**config.mk**
```make
export PLATFORM = sky130hd
export DESIGN_NAME = func_sequencer
export DESIGN_NICKNAME = d
export VERILOG_FILES = /design/src/rtl/func_sequencer.sv
export SDC_FILE = /design/constraint.sdc
export NUM_CORES = 1
export LEC_CHECK = 0
export CORE_MARGIN = 2
export CORE_UTILIZATION = 40
export DETAILED_ROUTE_END_ITERATION = 10
export PLACE_DENSITY = 0.73
export SYNTH_ARGS = -nofsm -noshare
export SYNTH_HDL_FRONTEND = slang
export SYNTH_SLANG_ARGS = --single-unit
export TNS_END_PERCENT = 1
```
**constraint.sdc**
```tcl
create_clock -name clk -period 1.8 [get_ports clk]
set_clock_uncertainty 0.2 [all_clocks]
set_input_delay 0.36 -clock clk [delete_from_list [all_inputs] [get_ports clk]]
set_output_delay 0.36 -clock clk [all_outputs]
set_load 0.05 [all_outputs]
```
**src/rtl/func_sequencer.sv**
```systemverilog
// Activation sequencer: maps each input element to two LUT reads, hands the pair to an
// external interpolator and returns the result over a valid/ready output handshake.
module func_sequencer #(
   parameter int unsigned VEC_LEN = 4
) (
   input  logic              clk,
   input  logic              rst,
   input  logic              in_valid,
   output logic              in_ready,
   input  logic signed [7:0] in_data,
   output logic        [3:0] lut_addr,
   input  logic signed [7:0] lut_data,
   output logic signed [7:0] interp_base,
   output logic signed [7:0] interp_next,
   output logic signed [7:0] interp_remaining,
   input  logic signed [7:0] interp_value,
   output logic              out_valid,
   input  logic              out_ready,
   output logic signed [7:0] out_data,
   output logic              done
);

   localparam int unsigned CntW = (VEC_LEN > 1) ? $clog2(VEC_LEN) : 1;

   typedef enum logic [2:0] {
      StIdle,
      StAddr,
      StBase,
      StNext,
      StCalc,
      StOut
   } state_e;

   state_e            state_q, state_d;
   logic        [7:0] data_q, data_d;
   logic        [3:0] addr_q, addr_d;
   logic signed [7:0] base_q, base_d;
   logic signed [7:0] next_q, next_d;
   logic signed [7:0] rem_q, rem_d;
   logic signed [7:0] out_q, out_d;
   logic   [CntW-1:0] cnt_q, cnt_d;
   logic              done_q, done_d;

   logic [3:0] in_base_addr;
   logic [3:0] held_base_addr;
   logic [3:0] next_addr;
   logic [7:0] remaining;

   // Integer part of the Q4.4 input, offset-binary so -8..7 lands on 0..15.
   assign in_base_addr   = {~in_data[7], in_data[6:4]};
   assign held_base_addr = {~data_q[7], data_q[6:4]};
   assign next_addr      = (held_base_addr == 4'hF) ? 4'hF : held_base_addr + 4'd1;
   assign remaining      = {4'b0000, data_q[3:0]};

   always_comb begin
      state_d = state_q;
      data_d  = data_q;
      addr_d  = addr_q;
      base_d  = base_q;
      next_d  = next_q;
      rem_d   = rem_q;
      out_d   = out_q;
      cnt_d   = cnt_q;
      done_d  = 1'b0;

      unique case (state_q)
         StIdle: begin
            if (in_valid) begin
               data_d  = in_data;
               addr_d  = in_base_addr;
               state_d = StAddr;
            end
         end
         StAddr: begin
            addr_d  = next_addr;
            state_d = StBase;
         end
         StBase: begin
            base_d  = lut_data;
            state_d = StNext;
         end
         StNext: begin
            next_d  = lut_data;
            rem_d   = remaining;
            state_d = StCalc;
         end
         StCalc: begin
            out_d   = interp_value;
            state_d = StOut;
         end
         StOut: begin
            if (out_ready) begin
               state_d = StIdle;
               if (cnt_q == CntW'(VEC_LEN - 1)) begin
                  cnt_d  = '0;
                  done_d = 1'b1;
               end else begin
                  cnt_d = cnt_q + CntW'(1);
               end
            end
         end
         default: state_d = StIdle;
      endcase
   end

   always_ff @(posedge clk) begin
      if (!rst) begin
         state_q <= StIdle;
         data_q  <= '0;
         addr_q  <= '0;
         base_q  <= '0;
         next_q  <= '0;
         rem_q   <= '0;
         out_q   <= '0;
         cnt_q   <= '0;
         done_q  <= 1'b0;
      end else begin
         state_q <= state_d;
         data_q  <= data_d;
         addr_q  <= addr_d;
         base_q  <= base_d;
         next_q  <= next_d;
         rem_q   <= rem_d;
         out_q   <= out_d;
         cnt_q   <= cnt_d;
         done_q  <= done_d;
      end
   end

   assign in_ready         = (state_q == StIdle);
   assign out_valid        = (state_q == StOut);
   assign lut_addr         = addr_q;
   assign interp_base      = base_q;
   assign interp_next      = next_q;
   assign interp_remaining = rem_q;
   assign out_data         = out_q;
   assign done             = done_q;

endmodule

```
### After elaboration in Yosys (flattened, before gate mapping)

Index checks and enable logic that the tools add are counted.

| word-level totals | value |
|---|---|
| output and inout bits | 39 |
| register bits | 46 |
| input port bits | 28 |
| word-level logic and storage cells | 37 |
| memory bits (read-only) | 0 |
| memory bits (writable) | 0 |
| memories | 0 |
| latch bits | 0 |

| operators by class | value |
|---|---|
| mux-type cells | 8 |
| eq/ne operators | 9 |
| reductions and logical operators | 7 |
| div/mod/pow operators | 0 |
| bitwise gates (word level) | 2 |
| shift-type cells | 0 |
| add/subtract/negate cells | 2 |
| order comparisons | 0 |
| multiply operators | 0 |

Operators with widths:

| operator | number |
|---|---|
| $pmux 3 s6 | 1 |
| $mux 4 | 2 |
| $pmux 4 s2 | 1 |
| $reduce_and 2->1 | 4 |
| $eq 3x2->1 const B | 2 |
| $eq 3x3->1 const B | 2 |
| $mux 3 | 2 |
| $add 4x1->4 const B | 1 |
| $eq 4x4->1 const B | 1 |
| $eq 3x1->1 const B | 1 |
| $logic_not 3->1 | 1 |
| $reduce_and 3->1 | 1 |
| $add 2x1->2 const B | 1 |
| $eq 2x2->1 const B | 1 |
| $mux 2 | 1 |
| $ne 2x1->1 const B | 1 |
| $ne 2x2->1 const B | 1 |
| $not 1->1 | 2 |
| $reduce_bool 2->1 | 1 |
| $mux 1 | 1 |

### Longest topological paths before layout

Gate-level depths: netlist of run 1.

| logic depth | value |
|---|---|
| word-level depth | 4 |
| gate-level depth with buffers | 5 |
| mapped depth without buffers | 4 |

### Least setup slack after synthesis of run 1

Ideal clock, no wire load.

| path | value |
|---|---|
| kind | register to output |
| start | register state_q[0] |
| end | output in_ready |
| path slack | -0.344 ns |
| cell stages (with the launch flop) | 3 |
| arrival time | 1.584 ns |
| data required time | 1.240 ns |
| path buffers | 1 |
| cell sequence | dfxtp_1 > buf_2 > nor3_1 |

| between the ends | value |
|---|---|
| longest elaborated chain between the ends | 1 |

RTL lines:

| what | line | RTL |
|---|---|---|
| start: declaration | 34 | `state_e state_q, state_d;` |
| start signal: assignment | 108 | `state_q <= StIdle;` |
| start signal: assignment | 118 | `state_q <= state_d;` |
| $logic_not 3->1 | 130 | `assign in_ready = (state_q == StIdle);` |
| end: declaration | 9 | `output logic in_ready,` |

No other way between the ends.

### Worst setup path after layout of run 1

| path | value |
|---|---|
| start | register state_q[2] |
| end | output in_ready |

Same word-level chain as after synthesis.

==> results of run 1 <==
==> worst register-to-register path, stage by stage (launching register included) <==
cell and delay, ps:
dfxtp_4 350, buf_4 140, or4b_4 540, buf_4 170
a41o_1 210
==> sequential cells by signal, summed over array words and instances (netlist names) <==
| register | cells |
|---|---|
| cnt_q | 2 |
| state_q | 3 |
| lut_addr | 4 |
| data_q | 8 |
| done | 1 |
| out_data | 8 |
| interp_remaining | 4 |
| interp_next | 8 |
| interp_base | 8 |
==> area by class of cell <==
class                   count  area [sq um]
inverters                   2          7.51
flip-flops and latches     46           930
clock buffers               5          68.8
well taps                  52          65.1
clock inverters             2          10.0
multi-input cells         145           865
repair buffers             81           792
fillers                   381          1680
==> routing by layer <==
layer | track usage, % | part of all wire [%] | vias up
met5 | 0 | 0 | -
met4 | 5.66 | 1.3 | 0
met3 | 5.69 | 5.5 | 5
met2 | 28.8 | 50 | 34
met1 | 21.0 | 44 | 754
li1 | - | - | 838
==> path summary, 6_finish.rpt <==
check,to,slack (ps),depth (start not counted)
hold reg to reg,interp_remaining[0],260,2
setup / recovery,in_ready,50,3
hold / removal,interp_remaining[0],260,2
setup reg to reg,lut_addr[0],90,4
==> power by group through the flow <==
| stage | registers, W | clock network [W] | logic, W |
|---|---|---|---|
| global placement | 0.00118 | 0 | 0.000700 |
| floorplan | 0.00130 | 0 | 0.000288 |
| finish | 0.00115 | 0.000591 | 0.000737 |
| global route | 0.00116 | 0.000648 | 0.000784 |
| CTS | 0.00115 | 0.000611 | 0.000734 |
| detailed placement | 0.00118 | 0 | 0.000711 |
==> what timing repair did <==
item	in CTS	in global routing
setup endpoints to repair	2	2
hold buffers	0	0
pin swaps	1	1
gates resized for setup	7	3
setup buffers	2	0
==> layout by cell type (no fill, tap or decap), types with 2 or more instances in the layout <==
master	synthesis	final
nand2_1	44	44
buf_4	7	44
dfxtp_1	46	43
clkdlybuf4s50_1	0	27
a21oi_1	25	25
nor2_1	21	20
mux2i_1	17	17
buf_12	0	9
clkbuf_8	0	5
nor3b_1	4	4
conb_1	1	4
nand3b_1	2	2
o31ai_1	2	2
or3b_1	2	2
nand3_1	2	2
a311oi_1	2	2
nand4_1	2	2
or3_1	2	2
ha_1	2	2
clkinv_2	0	2
dfxtp_4	0	2
==> stage by stage <==
step / utilization, % / total power [W] / hold slack [ps] / setup WS [ps] / TNS, ps
floorplan: - / 0.00159 / 232 / -115 / -115
global placement: 59.1 / 0.00188 / 241 / -198 / -1570
detailed placement: 59.1 / 0.00189 / 246 / -209 / -1740
CTS: 61.7 / 0.00250 / 256 / 0.138 / 0
global route: 62.0 / 0.00259 / 274 / -6.22 / -6.22
finish: 62.0 / 0.00248 / 257 / 51.9 / 0
==> kinds of logic after synthesis <==
family | after synthesis
fa+ha+maj | 2
other cells | 1
xor+xnor | 1
compound gates | 31
simple gates | 89
buf+inv | 19
flops | 46
mux | 18
==> impl_metrics.ini, run 1 <==
[pwr]
power_frac_seq_pct = 46.4
p_sw_w = 0.000785
power.share.clock_pct = 23.9
p_per_area_mw_per_mm2 = 905
peakVddDrop_mv = 0.490
internal-power_w = 0.00169
swShare_pct = 31.7
p_leak_nw = 1.10
comb_power_share_pct = 29.7

[clock_network]
clockBufferDepth = 2
numCtsBuffers = 5
cts_tree = yes
clk_pin_slew_ps = 80
clock_sinks = 46
htreeDepth = 2
clkLatencyLatePin_ps = 300
root_buffer = clkbuf_8

[die]
dieArea_sq_mm = 0.00521
die_h_microns = 72.2
start_util_pct = 42.1
num_rows = 24
design.portCount = 67
coreArea_sq_mm = 0.00441
die_x_microns = 72.2

[layout]
layout.cells.non_filler = 333
area_growth_pct = 47.2
final_area_sq_mm = 0.00274
final_nets = 311
diodes = 0
drive_above_1_share_pct = 25.3

[timing]
min_period_ps = 1750
slew_headroom_pct = 64.5
setup_violations = 0
hold_viol = 0
worst_pin_slew_ps = 531
rsz0062_at_grt = true
finalCritPeriodShare_pct = 97.1
slew_viol_final = 0
fmax_ghz = 0.572

[synthesis]
ys_types = 33
synthAdderAreaFrac_pct = 1.35
synth-edff-count = 0
synth_seq_cells = 46
synth-compound-area-share_pct = 9.49
synth.mux.area_fraction_pct = 9.76
synth_commonest_cells = 46 x dfxtp_1, 44 x nand2_1, 25 x a21oi_1
async_flop_share_pct = 0
synthXorXnorAreaFrac_pct = 0.471
syn_area_per_cell_sq_um = 8.98
yosysTopAreaCell = dfxtp_1
netlist_instances = 207
yosys-top-cells-area = dfxtp_1 50%, mux2i_1 9.2%, nand2_1 8.9%
yosysSeqAreaShare_pct = 49.5
synthSimpleGateAreaFrac_pct = 23.2
synth_top_area_share_pct = 49.5
synth_top_family_by_area = simple AND/OR/NAND/NOR gates
yosys_warnings = 0
synth_flop_cell = dfxtp_1
yosysMostFrequentCell = dfxtp_1
synthesis.area_sq_mm = 0.00186

[place]
placed_area_sq_mm = 0.00261
dp_hpwl_mm = 3.07
dp.cells = 324
port_buffers = 62
gp_congestion = 0.791

[worst_hold_path]
hp-start = data_q[0]
hold_path.class = reg2reg

[setup_path]
cp-end-kind = output port
crit_chain = buf_4 > nor3_4 > buf_12
critPathTopFamily = flip-flops
cp_max_fo = 8
cp-startpoint = state_q[2]
cp_data_required_time_ps = 1240
cp.arrival_ps = 1190
critPathSlowestCell = dfxtp_4
crit_type = reg2out
crit_buf_inv = 2
crit_path_start_kind = register
slowest_delay_ps = 380
r2r_start = state_q[1]

[global_routing]
grt_pass1_vias = 1577
overflow = 0
grt_max_degree = 21
grtUsageTotal_pct = 17.3
grt_pass1_wl_mm = 7.04
grt_antenna_before_repair = 0

[outcome]
status = completed

[routing]
drtIter0Drc = 93
drt_wl_total_mm = 4.23
via_count = 1631
post-route-drc-count = 0
wl_per_cell_microns = 12.7
first_pass_iters = 4
postRouteAntennaNets = 0
vias_per_cell = 4.90

[run]
drv_cap = 0
Note: power is estimated with default switching activity, not from simulation.
==> inputs of run 2 (changes only) <==
--- a/config.mk
+++ b/config.mk
@@ -7,6 +7,7 @@
 export LEC_CHECK = 0
 export CORE_MARGIN = 2
 export CORE_UTILIZATION = 40
+export CTS_CLUSTER_SIZE = 25
 export DETAILED_ROUTE_END_ITERATION = 10
 export PLACE_DENSITY = 0.73
 export SYNTH_ARGS = -nofsm -noshare
==> results of run 2 <==
The final DEF is identical to that of run 1; final timing and power are the same.
==> inputs of run 3 (changes only) <==
--- a/config.mk
+++ b/config.mk
@@ -5,11 +5,13 @@
 export SDC_FILE = /design/constraint.sdc
 export NUM_CORES = 1
 export LEC_CHECK = 0
+export CELL_PAD_IN_SITES_DETAIL_PLACEMENT = 1
+export CELL_PAD_IN_SITES_GLOBAL_PLACEMENT = 2
 export CORE_MARGIN = 2
-export CORE_UTILIZATION = 40
+export CORE_UTILIZATION = 25
 export CTS_CLUSTER_SIZE = 25
 export DETAILED_ROUTE_END_ITERATION = 10
-export PLACE_DENSITY = 0.73
+export PLACE_DENSITY_LB_ADDON = 0.1
 export SYNTH_ARGS = -nofsm -noshare
 export SYNTH_HDL_FRONTEND = slang
 export SYNTH_SLANG_ARGS = --single-unit
==> run 3 against run 2 <==
  * Hold slack gained 2.7 ps
  * Register-to-register slack got worse by 20 ps
  * Via count up 3.7%
  * First-iteration DRC count down 63%
  * Final area up 6.3%
  * Non-clock buffer count grew 3
  * Critical path depth stayed put
  * Highest routed layer unchanged
==> impl_metrics.ini, run 3 (same netlist as run 1, synthesis figures left out) <==
[routing]
wl_per_cell_microns = 13.1
post-route-drc-count = 0
via_count = 1691
drtIter0Drc = 34
first_pass_iters = 4
postRouteAntennaNets = 0
vias_per_cell = 4.40
drt_wl_total_mm = 5.05

[clock_network]
cts_tree = yes
numCtsBuffers = 5
clock_sinks = 46
clockBufferDepth = 2
htreeDepth = 2
clkLatencyLatePin_ps = 290
root_buffer = clkbuf_8
clk_pin_slew_ps = 90

[setup_path]
cp_data_required_time_ps = 1240
crit_type = reg2out
cp_max_fo = 5
r2r_start = state_q[1]
crit_path_start_kind = register
cp.arrival_ps = 1190
cp-startpoint = state_q[1]
cp-end-kind = output port

[layout]
finish.utilization_pct = 40.3
area_growth_pct = 56.5
multi_input_area_sq_um = 868
final_common_cell = buf_4
fillCellCount = 846
final_nets = 314
diodes = 0
drive_above_1_share_pct = 27.0
final-seq-area_sq_um = 927
final_cell_mix = 45 x buf_4, 44 x nand2_1, 43 x dfxtp_1, 27 x clkdlybuf4s50_1, 25 x a21oi_1

[pwr]
peakVddDrop_mv = 0.381
p_per_area_mw_per_mm2 = 973
p_leak_nw = 1.16
finalPower_w = 0.00283

[global_routing]
grtUsageTotal_pct = 12.9
grt_max_degree = 34
overflow = 0
grt_pass1_wl_mm = 8.54
grt_pass1_vias = 1763
grt_antenna_before_repair = 0

[timing]
hold_viol = 0
slew_viol_final = 0
finalCritPeriodShare_pct = 97.3
fmax_ghz = 0.571
whs_ps = 259
setup_violations = 0
min_period_ps = 1750
rsz0062_at_grt = false
tns_ps = 0

[place]
port_buffers = 62
dp_hpwl_mm = 3.66
gp_congestion = 0.715

[die]
start_util_pct = 25.8
design.portCount = 67
die_x_microns = 90.2
coreArea_sq_mm = 0.00721
num_rows = 31
die_h_microns = 90.2
dieArea_sq_mm = 0.00814

[run]
drv_cap = 0

[outcome]
status = completed

[worst_hold_path]
hp-start = data_q[0]
hold_path.class = reg2reg
## run 3: cell count changes in the layout (fill, tap and decap cells not counted), sizes merged
| cell | previous run | this run |
|---|---|---|
| buf | 54 | 57 |
| bufinv | 0 | 2 |
| clkbuf | 5 | 6 |
| clkinv | 3 | 1 |
## run 3: timing repair
item	CTS	global route
hold buffers	0	0
gates resized for setup	7	1
gates cloned	0	0
pin swaps	1	1
buffers inserted	1	0
endpoints found under the setup margin	2	1
## run 3: worst paths after layout
check                         to  slack, ps  depth (start not counted)
max                     in_ready         50                          3
min          interp_remaining[0]        260                          2
max reg2reg          lut_addr[0]         70                          4
min reg2reg  interp_remaining[0]        260                          2
## run 3: cell type report
type,count,area share (%)
multi-input combinational,145,29.8
sequential,46,31.9
tap,99,4.26
clock inverter,2,2.06
inverter,2,0.258
timing repair buffer,84,28.9
clock buffer,6,2.84
## run 3: where the power goes
part | internal (W) | switching [W]
logic | 0.000335 | 0.000410
registers | 0.00109 | 0.0000517
clock network | 0.000592 | 0.000353
## run 3: layer usage
| metal | routed length [microns] | track usage, % |
|---|---|---|
| met1 | 2330 | 16.4 |
| met2 | 2340 | 20.8 |
| met3 | 337 | 4.44 |
| met4 | 41 | 3.46 |
| met5 | 0 | 0 |
## run 3: worst max-delay path: stages, from the launching register on
cell and delay, ps:
dfxtp_4 350, buf_4 150, nor3_2 240, buf_12 170
## run 3: through the flow
step | instance area (sq um) | setup slack (ps) | std cells
floorplan | 1880 | -115 | 210
global placement | 2730 | -215 | 375
detailed placement | 2730 | -214 | 375
CTS | 2910 | 15.3 | 384
global route | 2910 | 8.26 | 384
finish | 2910 | 47.8 | 384
